**src/rtl/cpu_pkg.sv**
```systemverilog
// Shared CPU front-end types: datapath width, reset vector, fetch FSM states
// and the instruction-buffer entry layout.
package cpu_pkg;

  localparam int XLEN = 32;
  localparam logic [XLEN-1:0] RESET_PC = 32'h0000_0000;

  typedef enum logic [1:0] {
    FETCH,
    WAIT,
    DRAIN
  } fetch_state_t;

  typedef struct packed {
    logic [XLEN-1:0] pc;
    logic [XLEN-1:0] instr;
  } fetch_entry_t;

endpackage

```
**src/rtl/fetch_unit_if.sv**
```systemverilog
// Instruction-memory request/response bus between the fetch unit (master)
// and the memory (slave).
interface fetch_unit_if #(
  parameter int XLEN = cpu_pkg::XLEN
) ();

  logic            imem_req;
  logic [XLEN-1:0] imem_addr;
  logic            imem_ready;
  logic            imem_rvalid;
  logic [XLEN-1:0] imem_rdata;

  modport master (
    output imem_req,
    output imem_addr,
    input  imem_ready,
    input  imem_rvalid,
    input  imem_rdata
  );

  modport slave (
    input  imem_req,
    input  imem_addr,
    output imem_ready,
    output imem_rvalid,
    output imem_rdata
  );

endinterface

```
**src/rtl/fetch_fifo.sv**
```systemverilog
// Circular instruction buffer of fetch_entry_t with push/pop/flush; the head
// entry is presented combinationally from the read pointer.
module fetch_fifo import cpu_pkg::*; #(
  parameter int DEPTH = 2,
  localparam int CNT_W = $clog2(DEPTH + 1),
  localparam int PTR_W = (DEPTH > 1) ? $clog2(DEPTH) : 1
) (
  input  logic             clk,
  input  logic             reset,
  input  logic             flush,
  input  logic             push,
  input  fetch_entry_t     push_entry,
  input  logic             pop,
  output logic [CNT_W-1:0] count,
  output fetch_entry_t     head
);

  fetch_entry_t     mem [DEPTH];
  logic [PTR_W-1:0] rd_ptr;
  logic [PTR_W-1:0] wr_ptr;
  logic             empty;
  logic             full;
  logic             do_push;
  logic             do_pop;

  function automatic logic [PTR_W-1:0] ptr_inc(input logic [PTR_W-1:0] p);
    return (p == PTR_W'(DEPTH - 1)) ? '0 : p + 1'b1;
  endfunction

  assign empty   = (count == '0);
  assign full    = (count == CNT_W'(DEPTH));
  assign do_pop  = pop && !empty;
  // A push into a full buffer is only legal when the head leaves the same cycle.
  assign do_push = push && (!full || do_pop);
  assign head    = mem[rd_ptr];

  always_ff @(posedge clk or negedge reset) begin
    if (!reset) begin
      for (int unsigned i = 0; i < DEPTH; i++) begin
        mem[i] <= '0;
      end
      rd_ptr <= '0;
      wr_ptr <= '0;
      count  <= '0;
    end else if (flush) begin
      rd_ptr <= '0;
      wr_ptr <= '0;
      count  <= '0;
    end else begin
      if (do_push) begin
        mem[wr_ptr] <= push_entry;
        wr_ptr      <= ptr_inc(wr_ptr);
      end
      if (do_pop) begin
        rd_ptr <= ptr_inc(rd_ptr);
      end
      if (do_push && !do_pop) begin
        count <= count + 1'b1;
      end else if (do_pop && !do_push) begin
        count <= count - 1'b1;
      end
    end
  end

endmodule

```
**src/rtl/fetch_unit.sv**
```systemverilog
// Sequential instruction fetch with a single outstanding memory request,
// redirect handling and a small decoupling buffer toward decode.
module fetch_unit import cpu_pkg::*; #(
  parameter int              XLEN     = cpu_pkg::XLEN,
  parameter logic [XLEN-1:0] RESET_PC = cpu_pkg::RESET_PC,
  parameter int              DEPTH    = 2
) (
  input  logic            clk,
  input  logic            reset,
  fetch_unit_if.master    imem,
  input  logic            redirect_valid,
  input  logic [XLEN-1:0] redirect_pc,
  output logic            instr_valid,
  input  logic            instr_ready,
  output logic [XLEN-1:0] instr_data,
  output logic [XLEN-1:0] instr_pc,
  output logic [XLEN-1:0] instr_pc8
);

  localparam int CNT_W = $clog2(DEPTH + 1);

  fetch_state_t     state;
  logic [XLEN-1:0]  fetch_pc;
  logic [XLEN-1:0]  req_pc;
  logic             pending;
  logic [CNT_W-1:0] count;
  fetch_entry_t     head;
  fetch_entry_t     push_entry;
  logic             req;
  logic             accept;
  logic             push;
  logic             pop_fire;

  assign instr_valid = (count != '0);
  assign pop_fire    = instr_valid && instr_ready && !redirect_valid;
  assign push        = (state == WAIT) && imem.imem_rvalid && !redirect_valid;
  assign push_entry  = '{pc: req_pc, instr: imem.imem_rdata};
  assign accept      = req && imem.imem_ready;

  // Back-to-back requests in WAIT count the slot freed by a same-cycle pop.
  always_comb begin
    req = 1'b0;
    if (reset && !redirect_valid) begin
      unique case (state)
        FETCH:   req = (int'(count) + int'(pending)) < DEPTH;
        WAIT:    req = imem.imem_rvalid && ((int'(count) + 1 - int'(pop_fire)) < DEPTH);
        default: req = 1'b0;
      endcase
    end
  end

  assign imem.imem_req  = req;
  assign imem.imem_addr = fetch_pc;

  always_ff @(posedge clk or negedge reset) begin
    if (!reset) begin
      state    <= FETCH;
      fetch_pc <= RESET_PC;
      req_pc   <= '0;
      pending  <= 1'b0;
    end else if (redirect_valid) begin
      fetch_pc <= {redirect_pc[XLEN-1:2], 2'b00};
      // A response landing with the redirect retires the stale request, even in DRAIN.
      if (state != FETCH && !imem.imem_rvalid) begin
        state <= DRAIN;
      end else begin
        state   <= FETCH;
        pending <= 1'b0;
      end
    end else begin
      unique case (state)
        FETCH: begin
          if (accept) begin
            req_pc   <= fetch_pc;
            fetch_pc <= fetch_pc + XLEN'(4);
            state    <= WAIT;
            pending  <= 1'b1;
          end
        end
        WAIT: begin
          if (imem.imem_rvalid) begin
            if (accept) begin
              req_pc   <= fetch_pc;
              fetch_pc <= fetch_pc + XLEN'(4);
            end else begin
              state   <= FETCH;
              pending <= 1'b0;
            end
          end
        end
        default: begin
          if (imem.imem_rvalid) begin
            state   <= FETCH;
            pending <= 1'b0;
          end
        end
      endcase
    end
  end

  fetch_fifo #(.DEPTH(DEPTH)) u_fifo (
    .clk        (clk),
    .reset      (reset),
    .flush      (redirect_valid),
    .push       (push),
    .push_entry (push_entry),
    .pop        (pop_fire),
    .count      (count),
    .head       (head)
  );

  assign instr_data = head.instr;
  assign instr_pc   = head.pc;
  assign instr_pc8  = head.pc + XLEN'(8);

endmodule
```
**src/flat_wrapper.sv**
```systemverilog
// flat-port wrapper written by rule: the top's interface ports become plain ports
module fetch_unit_flat import cpu_pkg::*;
#(
  parameter int              XLEN     = cpu_pkg::XLEN,
  parameter logic [XLEN-1:0] RESET_PC = cpu_pkg::RESET_PC,
  parameter int              DEPTH    = 2
)
  (clk, reset, redirect_valid, redirect_pc, instr_valid, instr_ready, instr_data, instr_pc, instr_pc8, imem_imem_req, imem_imem_addr, imem_imem_ready, imem_imem_rvalid, imem_imem_rdata);
  fetch_unit_if #(.XLEN(XLEN)) imem_i ();
  input  logic clk;
  input  logic reset;
  input  logic redirect_valid;
  input  logic [XLEN-1:0] redirect_pc;
  output logic instr_valid;
  input  logic instr_ready;
  output logic [XLEN-1:0] instr_data;
  output logic [XLEN-1:0] instr_pc;
  output logic [XLEN-1:0] instr_pc8;
  output wire logic [$bits(imem_i.imem_req)-1:0] imem_imem_req;
  output wire logic [$bits(imem_i.imem_addr)-1:0] imem_imem_addr;
  input wire logic [$bits(imem_i.imem_ready)-1:0] imem_imem_ready;
  input wire logic [$bits(imem_i.imem_rvalid)-1:0] imem_imem_rvalid;
  input wire logic [$bits(imem_i.imem_rdata)-1:0] imem_imem_rdata;
  assign imem_imem_req = imem_i.imem_req;
  assign imem_imem_addr = imem_i.imem_addr;
  assign imem_i.imem_ready = imem_imem_ready;
  assign imem_i.imem_rvalid = imem_imem_rvalid;
  assign imem_i.imem_rdata = imem_imem_rdata;
  fetch_unit #(.XLEN(XLEN), .RESET_PC(RESET_PC), .DEPTH(DEPTH)) u_core (.clk(clk), .reset(reset), .imem(imem_i), .redirect_valid(redirect_valid), .redirect_pc(redirect_pc), .instr_valid(instr_valid), .instr_ready(instr_ready), .instr_data(instr_data), .instr_pc(instr_pc), .instr_pc8(instr_pc8));
endmodule
```
**config.mk**
```make
export PLATFORM = sky130hd
export DESIGN_NAME = fetch_unit_flat
export DESIGN_NICKNAME = d
export VERILOG_FILES = /design/src/rtl/cpu_pkg.sv /design/src/rtl/fetch_unit_if.sv /design/src/rtl/fetch_fifo.sv /design/src/rtl/fetch_unit.sv /design/src/flat_wrapper.sv
export SDC_FILE = /design/constraint.sdc
export NUM_CORES = 1
export LEC_CHECK = 0
export ABC_AREA = 1
export CORE_MARGIN = 10
export CORE_UTILIZATION = 53
export CTS_CLUSTER_DIAMETER = 120
export DETAILED_ROUTE_END_ITERATION = 16
export GPL_TIMING_DRIVEN = 1
export PLACE_DENSITY = 0.85
export SYNTH_ARGS = -nofsm -noshare
export SYNTH_HDL_FRONTEND = slang
export SYNTH_HIERARCHICAL = 1
export SYNTH_SLANG_ARGS = --single-unit
```
**constraint.sdc**
```tcl
create_clock -name clk -period 3.6 [get_ports clk]
set_input_delay 0.72 -clock clk [delete_from_list [all_inputs] [get_ports clk]]
set_output_delay 0.72 -clock clk [all_outputs]
set_load 0.05 [all_outputs]
```
# == Word-level counts from Yosys, hierarchy flattened ==
# Cells that the tools add are included.
# classes
add_sub_neg,9
mul,0
div_mod_pow,0
magnitude_cmp,5
eq_ne,7
n_shift,0
n_mux,38
bitwise_logic,3
reduce_logical,35
# ops
op,n
$mux W64,4
$mux W32,5
$bwmux W128,1
$pmux W32 S2,2
$demux W64 S1,1
$lt A32 B3 Y1 const B,2
$add A32 B3 Y32 const B,1
$add A32 B4 Y32 const B,1
$sub A32 B2 Y32,1
$mux W2,9
$logic_and A1 B1 Y1,13
$mux W1,13
$reduce_bool A2 Y1,5
$reduce_bool A3 Y1,3
$logic_not A1 Y1,6
$ne A3 B3 Y1 const B,2
$reduce_and A5 Y1,1
$ge A2 B2 Y1 const B,2
$logic_not A2 Y1,2
$ne A2 B2 Y1 const B,2
$not A1 Y2,2
$pmux W1 S2,2
$pmux W2 S2,1
$reduce_and A2 Y1,2
13 further kinds,14
# totals
register_bits,199
latch_bits,0
ram_bits,0
romBits,0
output_inout_bits,130
elab_cells,108
memories,0

# == Depth between registers and ports, before layout ==
# depth
word_depth,13
mapped_depth,13

# == Cells and area by module ==
# Netlist, hierarchy kept.
# modules_own_cells
module,instances,cells_per_inst,area_per_inst_um2,seq_area_each_um2
fetch_fifo,1,721,6391.1,3303.2
fetch_unit,1,609,4219.0,1576.5

# == Worst setup path after synthesis ==
# OpenSTA, ideal clock, no wires.
# synth_timing
kind,register to output
startpoint,register u_core.u_fifo.rd_ptr
endpoint,output port instr_pc8[31]
arrival_time_ps,3220
setup_slack_ps,-340
path_stages_with_launch,14
n_path_buf,2
path_cell_list,dfrtp_1 -> clkbuf_1 -> clkbuf_1 -> nand2_1 -> nand2_1 -> ha_1 -> nand3_2 -> nor2_4 -> nand2_2 -> nor2_4 -> nand2_2 -> nor2_2 -> nand2_1 -> xnor2_1
# synth_via
elab_chain_cells,5
# synth_lines
element,line_no,text
start: declaration,fetch_fifo.sv:19,logic [PTR_W-1:0] rd_ptr;
start signal: assignment,fetch_fifo.sv:55,rd_ptr <= ptr_inc(rd_ptr);
$not A1 Y2 (not written as such),fetch_fifo.sv:35,assign head = mem[rd_ptr];
$mux W64 (not written as such) (3 in a row),fetch_fifo.sv:35,
via instr_pc[3],flat_wrapper.sv:17,output logic [XLEN-1:0] instr_pc;
$add A32 B4 Y32,fetch_unit.sv:114,assign instr_pc8 = head.pc + XLEN'(8);
end: declaration,flat_wrapper.sv:18,output logic [XLEN-1:0] instr_pc8;
# The timed path passes the listed nets, and every way through them passes these cells. The select of a mux whose other input is x is not followed.

# == Worst setup path after layout ==
# layout_timing
startpoint,register u_core.u_fifo.rd_ptr
endpoint,output port instr_pc8[30]
# layout_via
elab_chain_cells,5
# layout_lines
element,line_no
$not A1 Y2 (not written as such),fetch_fifo.sv:35
$mux W64 (not written as such) (3 in a row),fetch_fifo.sv:35
$add A32 B4 Y32,fetch_unit.sv:114
# Every way passes these cells. The select of a mux whose other input is x is not followed.

==> results.yml <==
sta:
  fmax_mhz: 286.3
  setup_viol_count_final: 0
  finalSetupTns_ns: 0
  period_needed_ns: 3.493
  finClkSkew_ns: 0.01163
  hold_viol: 0
  fin_ws_ns: 0.1069
  drv_slew: 0
  worstMarginPinSlew_ns: 0.7394
  whs_ns: 0.1892
  slew_headroom_pct: 50.71
  min_period_over_period_pct: 97.03
pwr:
  p_comb_share_pct: 43.6
  max-vdd-ir-drop_v: 0.0004005
  switching_share_pct: 43.30
  p_leak_nw: 6.531
  p_int_w: 0.004725
  p_switching_w: 0.003608
  powerDensity_nw_per_um2: 612.8
  seq_power_share_pct: 33.7
  p_clk_share_pct: 22.7
yosys:
  synthMostInstantiatedCell: "nand2_1"
  synth_area_leader_cell: "dfrtp_1"
  postSynthAreaPerCell_um2: 7.978
  synth-edff-count: 0
  synth_top_flop_cell: "dfrtp_1"
  yosysWarningCount: 6
  synth_common_cells: "nand2_1 (543), dfrtp_1 (195), inv_1 (129)"
  synth-seq-area-share_pct: 45.99
  yosys-top-cells-area: "dfrtp_1 (46%), nand2_1 (19%), o21ai_2 (8.9%)"
  synth_top_area_share_pct: 45.99
  synth-seq-cells: 195
  synthArstFlopShare_pct: 100.0
  ys_types: 39
  synthCells: 1330
  synth_area_um2: 10610
placement:
  placedCellCount: 1748
  port_buffers: 195
  placed_area_um2: 12880
  hpwl_um: 21320
  place.gp.congestion: 0.9285
  place_ws_ns: 0.4555
clock_tree:
  tritoncts: "yes"
  path_clk_slew_ns: 0.07
  cts_buffers: 17
  clock-root-buffer: "clkbuf_16"
  clock_latency_ns: 0.45
  cts_max_path_buffers: 2
  cts_max_level: 4
  clkSinkCount: 195
floorplan:
  fp.dieArea_um2: 26080
  core_um2: 19590
  num_io_pins: 200
  fp.dieW_um: 161.5
  initial_utilization_pct: 54.16
  dieHeight_um: 161.5
  rows: 51
drt:
  ant_nets: 0
  vias: 9418
  via_per_inst: 5.264
  wire_per_inst_um: 16.25
  firstDrtPassIters: 6
  wl_um: 29070
  remaining_drc_errors: 0
  drtIter0Drc: 917
worst_setup_path:
  reg2reg_depth: 10
  slowest_delay_ns: 0.48
  r2r_slack_ns: 1.46
  cpMostUsedCell: "nand2_1"
  crit_arrival_ns: 2.77
  critPathCaptureType: "output pin"
  worstPathRequired_ns: 2.88
  r2r_start: "u_core/u_fifo/count[1]"
  worstSetupPathType: "register to output pin"
  cp_cell_sequence: "clkinv_4, buf_4, nand2_1, nand2_1, inv_1, nor3_1, nand3_1, nor3_1, nand2_1, xor2_2, buf_12"
  cp_slowest_cell: "dfrtp_2"
  cp-start-kind: "register"
  reg2reg_to: "u_core/u_fifo/mem[108]"
  crit_fanout: 13
global_routing:
  gr-total-overflow: 0
  grt_max_degree: 95
  grt_usage_pct: 21.87
  grt_pass1_wl_um: 46640
  antenna_found_initial: 0
  grt_pass1_vias: 9107
layout:
  final_layout_size_suffix_gt1_share_pct: 16.34
  fin_area_um2: 13600
  multiInputGateArea_um2: 4797
  fin_cells: 1789
  area.growth.synth_to_final_pct: 28.16
  num-nets-final: 1583
  regArea_um2: 4881
  antenna_cells: 0
  num-fill-cells: 1535
status:
  status: "finished, final reports clean"
run:
  maxCapViolCount: 0
hold_path:
  hp-class: "input pin to asynchronous set/reset pin"
## placed cells by master (no fill, tap or decap), types with 11 or more instances in the layout
cell	Yosys	routed
buf_12	7	31
nand3_1	42	42
dfrtp_1	195	194
o21ai_0	42	42
nand4_1	18	18
o21ai_2	108	108
nand2_1	543	539
o21ai_1	20	20
xor2_1	26	22
nor3_1	11	11
clkdlybuf4s50_1	0	165
clkbuf_16	0	17
nand2_2	7	11
buf_4	7	25
inv_1	129	128
nor2_1	64	63
## power groups by stage
| stage | registers [W] | clock network, W | logic, W |
|---|---|---|---|
| after global routing | 0.00286 | 0.00201 | 0.00386 |
| after CTS | 0.00280 | 0.00193 | 0.00363 |
| after global placement | 0.00282 | 0 | 0.00356 |
| after floorplan | 0.00294 | 0 | 0.00213 |
| after detailed placement | 0.00284 | 0 | 0.00362 |
| final | 0.00281 | 0.00189 | 0.00363 |
## logic make-up after synthesis
family | synth area share [%]
buffers and inverters | 9.976
adders and majority gates | 0.2358
other | 0.03534
xor gates and xnor gates | 3.054
DFF | 45.99
and+or+nand+nor | 27.71
AOI/OAI and AO/OA | 13.00
## area by class of cell
class	instances	share of cell area, %
repair buffers	222	18.19
flip-flops and latches	195	35.89
well taps	265	2.438
clock inverters	15	1.297
multi-input cells	941	35.28
inverters	134	3.773
clock buffers	17	3.128
## critical path: cells and delay by family, from the launching register on
family                 cells  cell delay, ns
XOR/XNOR                   1            0.22
buffers and inverters      4            0.58
flip-flops                 1            0.48
AND/OR/NAND/NOR            6            1.05
## flip-flops by register name (all words and copies together) (netlist names)
signal / flops
u_core/u_fifo/mem: 128
u_core/imem.imem_addr: 30
u_core/req_pc: 30
u_core/state: 2
u_core/u_fifo/count: 2
u_core/pending: 1
u_core/u_fifo/rd_ptr: 1
u_core/u_fifo/wr_ptr: 1
## per-layer routing
| layer | vias up | GRT usage [%] | share of wire, % |
|---|---|---|---|
| li1 | 4541 | - | - |
| met1 | 4424 | 29.10 | 44 |
| met2 | 404 | 34.29 | 46 |
| met3 | 49 | 5.211 | 7.6 |
| met4 | 0 | 7.527 | 2.6 |
| met5 | - | 0 | 0 |
## stage by stage
| stage | total power [W] | utilization, % |
|---|---|---|
| floorplan | 0.005071 | - |
| global route | 0.008728 | 69.41 |
| global placement | 0.006385 | 65.73 |
| CTS | 0.008371 | 68.83 |
| detailed placement | 0.006461 | 65.73 |
| finish | 0.008333 | 69.41 |
## timing repair
action | CTS | global route
buffers inserted | 0 | 9
hold buffers | 0 | 0
gates resized for setup | 2 | 13
pin swaps | 0 | 3
setup endpoints to repair | 2 | 5
hold endpoints to repair | 0 | 0
## worst max path at each step
stage / startpoint / endpoint / slack [ns]
final: u_core/u_fifo/rd_ptr / instr_pc8[30] / 0.11
after detailed placement: u_core/u_fifo/rd_ptr / instr_pc8[31] / 0.46
after floorplan: u_core/u_fifo/rd_ptr / instr_pc8[31] / -0.1
after global placement: u_core/u_fifo/rd_ptr / instr_pc8[31] / 0.47
after global routing: u_core/u_fifo/rd_ptr / instr_pc8[31] / -0.005
after CTS: u_core/u_fifo/rd_ptr / instr_pc8[31] / 0.02
Note: power is estimated with default switching activity, not from simulation.
